**src/rtl/uart_tx_arbiter_if.sv**
```systemverilog
`default_nettype none
// ============================================================================
// Module   : uart_tx_arbiter_if
// Purpose  : Bundles the requester byte streams and the TX FIFO write port
//            shared by uart_tx_arbiter and the logic around it.
// Ports    : req_valid/req_data/req_last/req_ready - NUM_REQ byte streams
//            tx_full/tx_we/tx_data                 - TX FIFO write side
//            grant_id/busy                         - arbiter status
// Modports : slave  - the arbiter itself
//            master - producers, TX FIFO model and observers
// Revision : 1.0 - initial release
// ============================================================================
interface uart_tx_arbiter_if #(
    parameter int NUM_REQ = 4
);
    localparam int GW = $clog2(NUM_REQ);

    logic [NUM_REQ-1:0]   req_valid;
    logic [NUM_REQ*8-1:0] req_data;
    logic [NUM_REQ-1:0]   req_last;
    logic [NUM_REQ-1:0]   req_ready;
    logic                 tx_full;
    logic                 tx_we;
    logic [7:0]           tx_data;
    logic [GW-1:0]        grant_id;
    logic                 busy;

    modport slave (
        input  req_valid,
        input  req_data,
        input  req_last,
        input  tx_full,
        output req_ready,
        output tx_we,
        output tx_data,
        output grant_id,
        output busy
    );

    modport master (
        output req_valid,
        output req_data,
        output req_last,
        output tx_full,
        input  req_ready,
        input  tx_we,
        input  tx_data,
        input  grant_id,
        input  busy
    );
endinterface
`default_nettype wire

```
**src/rtl/uart_tx_arbiter.sv**
```systemverilog
`default_nettype none
// ============================================================================
// Module   : uart_tx_arbiter
// Purpose  : Round-robin arbiter sharing one UART TX FIFO write port between
//            NUM_REQ byte-stream requesters. A grant lasts for one burst,
//            ended by req_last or by MAX_BURST accepted bytes.
// Ports    : clk  - system clock
//            rst  - asynchronous active-high reset
//            bus  - uart_tx_arbiter_if.slave (requester streams, TX FIFO
//                   write port, grant_id, busy)
// Params   : NUM_REQ   (2..8) number of requesters
//            MAX_BURST (>=1)  bytes per grant before forced rotation
// Macro    : UART_ARB_TAG_EN - when defined, each grant first writes a
//            header byte {4'hA, grant_id} before the payload.
// Revision : 1.0 - initial release
// ============================================================================
module uart_tx_arbiter #(
    parameter int NUM_REQ   = 4,
    parameter int MAX_BURST = 16
) (
    input  wire logic          clk,
    input  wire logic          rst,
    uart_tx_arbiter_if.slave   bus
);

    localparam int GW = $clog2(NUM_REQ);
    localparam int CW = $clog2(MAX_BURST + 1);

    // beat_cnt value of the last byte a grant may take before rotating
    localparam logic [CW-1:0] LAST_BEAT = CW'(MAX_BURST - 1);

    typedef enum logic [1:0] {
        S_IDLE = 2'd0,
        S_XFER = 2'd1
`ifdef UART_ARB_TAG_EN
        ,
        S_TAG  = 2'd2
`endif
    } state_t;

    // ------------------------------------------------------------------------
    // State
    // ------------------------------------------------------------------------
    state_t          state_q, state_d;
    logic [GW-1:0]   rr_ptr_q, rr_ptr_d;
    logic [GW-1:0]   grant_id_q, grant_id_d;
    logic [CW-1:0]   beat_cnt_q, beat_cnt_d;

    // ------------------------------------------------------------------------
    // Combinational helpers
    // ------------------------------------------------------------------------
    logic [7:0]         req_byte_w [NUM_REQ];
    logic [GW-1:0]      sel_id_w;
    logic               sel_found_w;
    logic [GW-1:0]      scan_w;
    logic [NUM_REQ-1:0] req_ready_w;
    logic               tx_we_w;
    logic [7:0]         tx_data_w;
    logic               accept_w;
    logic               end_burst_w;

    // Increment modulo NUM_REQ; NUM_REQ need not be a power of two.
    function automatic logic [GW-1:0] wrap_inc(input logic [GW-1:0] v);
        if (v == GW'(NUM_REQ - 1)) begin
            return '0;
        end
        return v + 1'b1;
    endfunction

    // Split the flat data bus into one byte per requester.
    for (genvar gi = 0; gi < NUM_REQ; gi++) begin : g_unpack
        assign req_byte_w[gi] = bus.req_data[8*gi +: 8];
    end

    // Round-robin scan: first valid index at or above rr_ptr, wrapping.
    always_comb begin
        sel_found_w = 1'b0;
        sel_id_w    = '0;
        scan_w      = rr_ptr_q;
        for (int k = 0; k < NUM_REQ; k++) begin
            if (!sel_found_w && bus.req_valid[scan_w]) begin
                sel_found_w = 1'b1;
                sel_id_w    = scan_w;
            end
            scan_w = wrap_inc(scan_w);
        end
    end

    // ------------------------------------------------------------------------
    // Next-state and output logic
    // ------------------------------------------------------------------------
    always_comb begin
        state_d     = state_q;
        rr_ptr_d    = rr_ptr_q;
        grant_id_d  = grant_id_q;
        beat_cnt_d  = beat_cnt_q;
        req_ready_w = '0;
        tx_we_w     = 1'b0;
        tx_data_w   = 8'h00;
        accept_w    = 1'b0;
        end_burst_w = 1'b0;

        case (state_q)
            S_IDLE: begin
                // Requests are only looked at here; a late riser waits for
                // the next arbitration round.
                if (sel_found_w) begin
                    grant_id_d = sel_id_w;
                    beat_cnt_d = '0;
`ifdef UART_ARB_TAG_EN
                    state_d    = S_TAG;
`else
                    state_d    = S_XFER;
`endif
                end
            end

`ifdef UART_ARB_TAG_EN
            S_TAG: begin
                // Header byte identifies the grantee to the receiving end.
                if (!bus.tx_full) begin
                    tx_we_w   = 1'b1;
                    tx_data_w = {4'hA, 4'(grant_id_q)};
                    state_d   = S_XFER;
                end
            end
`endif

            S_XFER: begin
                // Ready is offered whenever the FIFO has room, independent of
                // valid, so a producer may present data in the same cycle.
                req_ready_w[grant_id_q] = ~bus.tx_full;
                accept_w = bus.req_valid[grant_id_q] & ~bus.tx_full;
                if (accept_w) begin
                    tx_we_w     = 1'b1;
                    tx_data_w   = req_byte_w[grant_id_q];
                    beat_cnt_d  = beat_cnt_q + 1'b1;
                    end_burst_w = bus.req_last[grant_id_q] ||
                                  (beat_cnt_q == LAST_BEAT);
                    if (end_burst_w) begin
                        state_d  = S_IDLE;
                        rr_ptr_d = wrap_inc(grant_id_q);
                    end
                end
                // A grantee that drops valid keeps the grant; no timeout.
            end

            default: begin
                state_d = S_IDLE;
            end
        endcase
    end

    // ------------------------------------------------------------------------
    // State register
    // ------------------------------------------------------------------------
    always_ff @(posedge clk or posedge rst) begin
        if (rst) begin
            state_q    <= S_IDLE;
            rr_ptr_q   <= '0;
            grant_id_q <= '0;
            beat_cnt_q <= '0;
        end else begin
            state_q    <= state_d;
            rr_ptr_q   <= rr_ptr_d;
            grant_id_q <= grant_id_d;
            beat_cnt_q <= beat_cnt_d;
        end
    end

    // ------------------------------------------------------------------------
    // Outputs (combinational, no register stage in the data path)
    // ------------------------------------------------------------------------
    assign bus.req_ready = req_ready_w;
    assign bus.tx_we     = tx_we_w;
    assign bus.tx_data   = tx_data_w;
    assign bus.grant_id  = grant_id_q;
    assign bus.busy      = (state_q != S_IDLE);

endmodule
`default_nettype wire

```
**src/flat_wrapper.sv**
```systemverilog
// flat-port wrapper written by rule: the top's interface ports become plain ports
module uart_tx_arbiter_flat 
#(
    parameter int NUM_REQ   = 4,
    parameter int MAX_BURST = 16
)
  (clk, rst, bus_req_valid, bus_req_data, bus_req_last, bus_tx_full, bus_req_ready, bus_tx_we, bus_tx_data, bus_grant_id, bus_busy);
  uart_tx_arbiter_if #(.NUM_REQ(NUM_REQ)) bus_i ();
  input  wire logic clk;
  input  wire logic rst;
  input wire logic [$bits(bus_i.req_valid)-1:0] bus_req_valid;
  input wire logic [$bits(bus_i.req_data)-1:0] bus_req_data;
  input wire logic [$bits(bus_i.req_last)-1:0] bus_req_last;
  input wire logic [$bits(bus_i.tx_full)-1:0] bus_tx_full;
  output wire logic [$bits(bus_i.req_ready)-1:0] bus_req_ready;
  output wire logic [$bits(bus_i.tx_we)-1:0] bus_tx_we;
  output wire logic [$bits(bus_i.tx_data)-1:0] bus_tx_data;
  output wire logic [$bits(bus_i.grant_id)-1:0] bus_grant_id;
  output wire logic [$bits(bus_i.busy)-1:0] bus_busy;
  assign bus_i.req_valid = bus_req_valid;
  assign bus_i.req_data = bus_req_data;
  assign bus_i.req_last = bus_req_last;
  assign bus_i.tx_full = bus_tx_full;
  assign bus_req_ready = bus_i.req_ready;
  assign bus_tx_we = bus_i.tx_we;
  assign bus_tx_data = bus_i.tx_data;
  assign bus_grant_id = bus_i.grant_id;
  assign bus_busy = bus_i.busy;
  uart_tx_arbiter #(.NUM_REQ(NUM_REQ), .MAX_BURST(MAX_BURST)) u_core (.clk(clk), .rst(rst), .bus(bus_i));
endmodule
```
**config.mk**
```make
export PLATFORM = sky130hd
export DESIGN_NAME = uart_tx_arbiter_flat
export DESIGN_NICKNAME = d
export VERILOG_FILES = /design/src/rtl/uart_tx_arbiter_if.sv /design/src/rtl/uart_tx_arbiter.sv /design/src/flat_wrapper.sv
export SDC_FILE = /design/constraint.sdc
export NUM_CORES = 1
export LEC_CHECK = 0
export ABC_AREA = 0
export CELL_PAD_IN_SITES_DETAIL_PLACEMENT = 1
export CELL_PAD_IN_SITES_GLOBAL_PLACEMENT = 1
export CORE_MARGIN = 4
export CORE_UTILIZATION = 29
export CTS_CLUSTER_DIAMETER = 50
export DETAILED_ROUTE_END_ITERATION = 6
export PLACE_DENSITY_LB_ADDON = 0.15
export SYNTH_ARGS = -nofsm -noshare
export SYNTH_HDL_FRONTEND = slang
export SYNTH_SLANG_ARGS = --single-unit
```
**constraint.sdc**
```tcl
create_clock -name clk -period 2.6 [get_ports clk]
set_input_delay 0.52 -clock clk [delete_from_list [all_inputs] [get_ports clk]]
set_output_delay 0.52 -clock clk [all_outputs]
set_load 0.01 [all_outputs]
```
==> flow_summary.json <==
{
  "place.gp.congestion": 0.883,
  "gr-usage-met1_pct": 23.1,
  "endpoint_kind": "output port",
  "top_usage_layer": "met2",
  "seqPwrFrac_pct": 15.5,
  "first_pass_iters": 4,
  "drt_wl_total_um": 4430,
  "grt_pass1_wl_um": 7070,
  "synth_top_family_by_area": "multiplexers",
  "core_sq_um": 3800,
  "whs_ps": 553,
  "grtUsageMet3_pct": 3.51,
  "syn_avg_cell_area_sq_um": 10.3,
  "netlist_area_sq_um": 1180,
  "post_drt_via_cell_ratio": 5.56,
  "syn_nets": 165,
  "synth-xor-area-share_pct": 1.48,
  "required_ps": 2080,
  "p_int_uw": 1070,
  "period_minus_slack_ps": 2570,
  "dpl.hpwl_um": 3310,
  "wl_per_cell_um": 19.0,
  "worstPathMaxFanout": 1,
  "grt_max_degree": 18,
  "rsz0062_at_grt": "false",
  "rows": 22,
  "synth_commonest_cells": "dfrtp_1, mux4_2, and3_1",
  "cp-startpoint": "bus_req_data[25]",
  "status": "complete, no violations",
  "synthSimpleGateAreaFrac_pct": 22.4,
  "io_buffer_count": 58,
  "cts.sinks": 10,
  "clkPwrFrac_pct": 8.6,
  "fin_worst_skew_ps": 2.85,
  "slew_headroom_pct": 73.3,
  "nets": 237,
  "die_area_sq_um": 5160,
  "synth_edf_count": 0,
  "htreeDepth": 1,
  "drive_gt1_share_pct": 21.6,
  "antenna_found_initial": 0,
  "antenna_cells": 0,
  "drcViolationCount": 0,
  "start_kind": "primary input",
  "cts_made_buffers": 3,
  "synthTopCellsByArea": "dfrtp_1, mux4_2, ha_1",
  "yosysTopAreaCellShare_pct": 21.2,
  "insertion_delay_ps": 230,
  "synth.distinct_cells": 44,
  "gr-usage-all-layers_pct": 17.3,
  "max_freq_mhz": 389,
  "die_h_um": 71.9,
  "max_slew.worst_pin.slew_ps": 400,
  "setup_viol_count_final": 0,
  "ant_nets": 0,
  "async_flop_share_pct": 100,
  "p_sw_uw": 805,
  "clk_path_buf_depth": 2,
  "syn2layout_area_growth_pct": 67.0,
  "timing.rr.start": "u_core.rr_ptr_q[0]",
  "die_w_um": 71.9,
  "start_util_pct": 31.1,
  "syn_inst": 115,
  "p_sw_share_pct": 43.0,
  "ios": 59,
  "cts_root_buf": "clkbuf_8",
  "power.density_cell_area_nw_per_um2": 949,
  "grt_pass1_vias": 1381,
  "finalInstanceArea_sq_um": 1970,
  "grt-ovfl-total": 0,
  "synth_mux_area_share_pct": 28.1,
  "synth_compound_area_share_pct": 14.0,
  "synth_area_leader_cell": "dfrtp_1",
  "finalCritPeriodShare_pct": 98.8,
  "yosysSeqAreaShare_pct": 21.2,
  "dpl_cell_area_sq_um": 1900,
  "hold_viol_final": 0,
  "hp-start": "u_core.beat_cnt_q[3]",
  "synth_fa_ha_area_share_pct": 7.41,
  "combinationalPowerShare_pct": 75.8,
  "crit_type": "primary input to output port",
  "maxCapViolCount": 0,
  "drtIter0Drc": 33,
  "cellLeakagePower_uw": 0.000902,
  "clk_pin_slew_ps": 50,
  "use_met2_pct": 28.6,
  "synth-seq-cells": 10,
  "cp.arrival_ps": 2050,
  "final-max-slew-violation-count": 0,
  "ir_drop_uv": 507,
  "yosys_warnings": 0,
  "cts_tree": "yes",
  "vias": 1295,
  "ys.flop_type": "dfrtp_1",
  "min_path_type": "flip-flop to flip-flop"
}
-- through the flow --
step | utilization, % | total power (uW) | instances | worst slack [ps] | setup TNS (ps)
6_report | 52.0 | 1870 | 233 | 32.3 | 0
5_1_grt | 52.0 | 2010 | 233 | 0.408 | 0
4_1_cts | 51.5 | 1880 | 232 | 4.34 | 0
3_5_place_dp | 49.9 | 1680 | 228 | -157 | -1330
3_3_place_gp | 49.9 | 1630 | 228 | -142 | -1240
2_1_floorplan | - | 1170 | 115 | 494 | 0
-- worst max-delay path: stages --
cell,delay [ps]
clkdlybuf4s50_1,400
mux4_2,470
and3_1,190
clkdlybuf4s50_1,470
-- sequential cells by signal, indices dropped and copies added (netlist names) --
register             flops
u_core.beat_cnt_q        5
u_core.bus.grant_id      2
u_core.rr_ptr_q          2
u_core.state_q           1
-- worst paths after layout --
check                      cells after the start  slack (ps)                     end
max                                            4          30          bus_tx_data[1]
min                                            2         550    u_core.beat_cnt_q[3]
max reg2reg                                    7         240  u_core.bus.grant_id[1]
min reg2reg                                    2         550    u_core.beat_cnt_q[3]
max in group asynchronous                      2        1750    u_core.beat_cnt_q[3]
min in group asynchronous                      2         570  u_core.bus.grant_id[1]
-- cell usage in the layout (no fill, tap or decap), types with 2 or more instances in the layout --
cell / count
mux2i_1: 6
nand2_1: 8
mux2_2: 3
mux4_2: 11
a21oi_1: 3
buf_4: 14
inv_1: 4
and2_1: 4
dlygate4sd2_1: 4
nor3b_1: 2
o31ai_1: 3
xor2_1: 2
dlymetal6s2s_1: 5
and3_1: 9
clkdlybuf4s50_1: 49
nor2_1: 8
nor2b_1: 3
clkbuf_8: 3
ha_1: 7
o21ai_0: 2
dfrtp_1: 10
-- power by group through the flow --
stage               clock network, uW  logic (uW)  registers [uW]
floorplan                           0         872             298
global placement                    0        1350             282
detailed placement                  0        1400             288
CTS                               164        1420             292
global route                      177        1530             303
finish                            162        1420             291
-- routing by layer --
layer | wire length [um] | part of all wire (%)
met1 | 2070 | 47
met2 | 1990 | 45
met3 | 332 | 7.5
met4 | 39 | 0.88
met5 | 0 | 0
-- cell families after synthesis --
| group | count (synthesis) |
|---|---|
| buf+inv | 12 |
| xor+xnor | 2 |
| simple gates | 44 |
| mux | 20 |
| flops | 10 |
| compound gates | 20 |
| fa+ha+maj | 7 |
-- cell type report --
cell class / instances / area (sq um)
fillers: 439 / 1820
multi-input cells: 94 / 891
repair buffers: 73 / 713
flip-flops and latches: 10 / 250
well taps: 48 / 60.1
clock buffers: 3 / 41.3
inverters: 5 / 18.8
-- repair_timing --
action                                  CTS  global route
buffers inserted                          0             1
cloned                                    1             0
hold buffers                              0             0
pin swaps                                 0             0
endpoints found under the hold margin     0             0
endpoints found under the setup margin    9             8
resized for setup                         4             6
No activity file was read; power rests on OpenSTA's default activity.
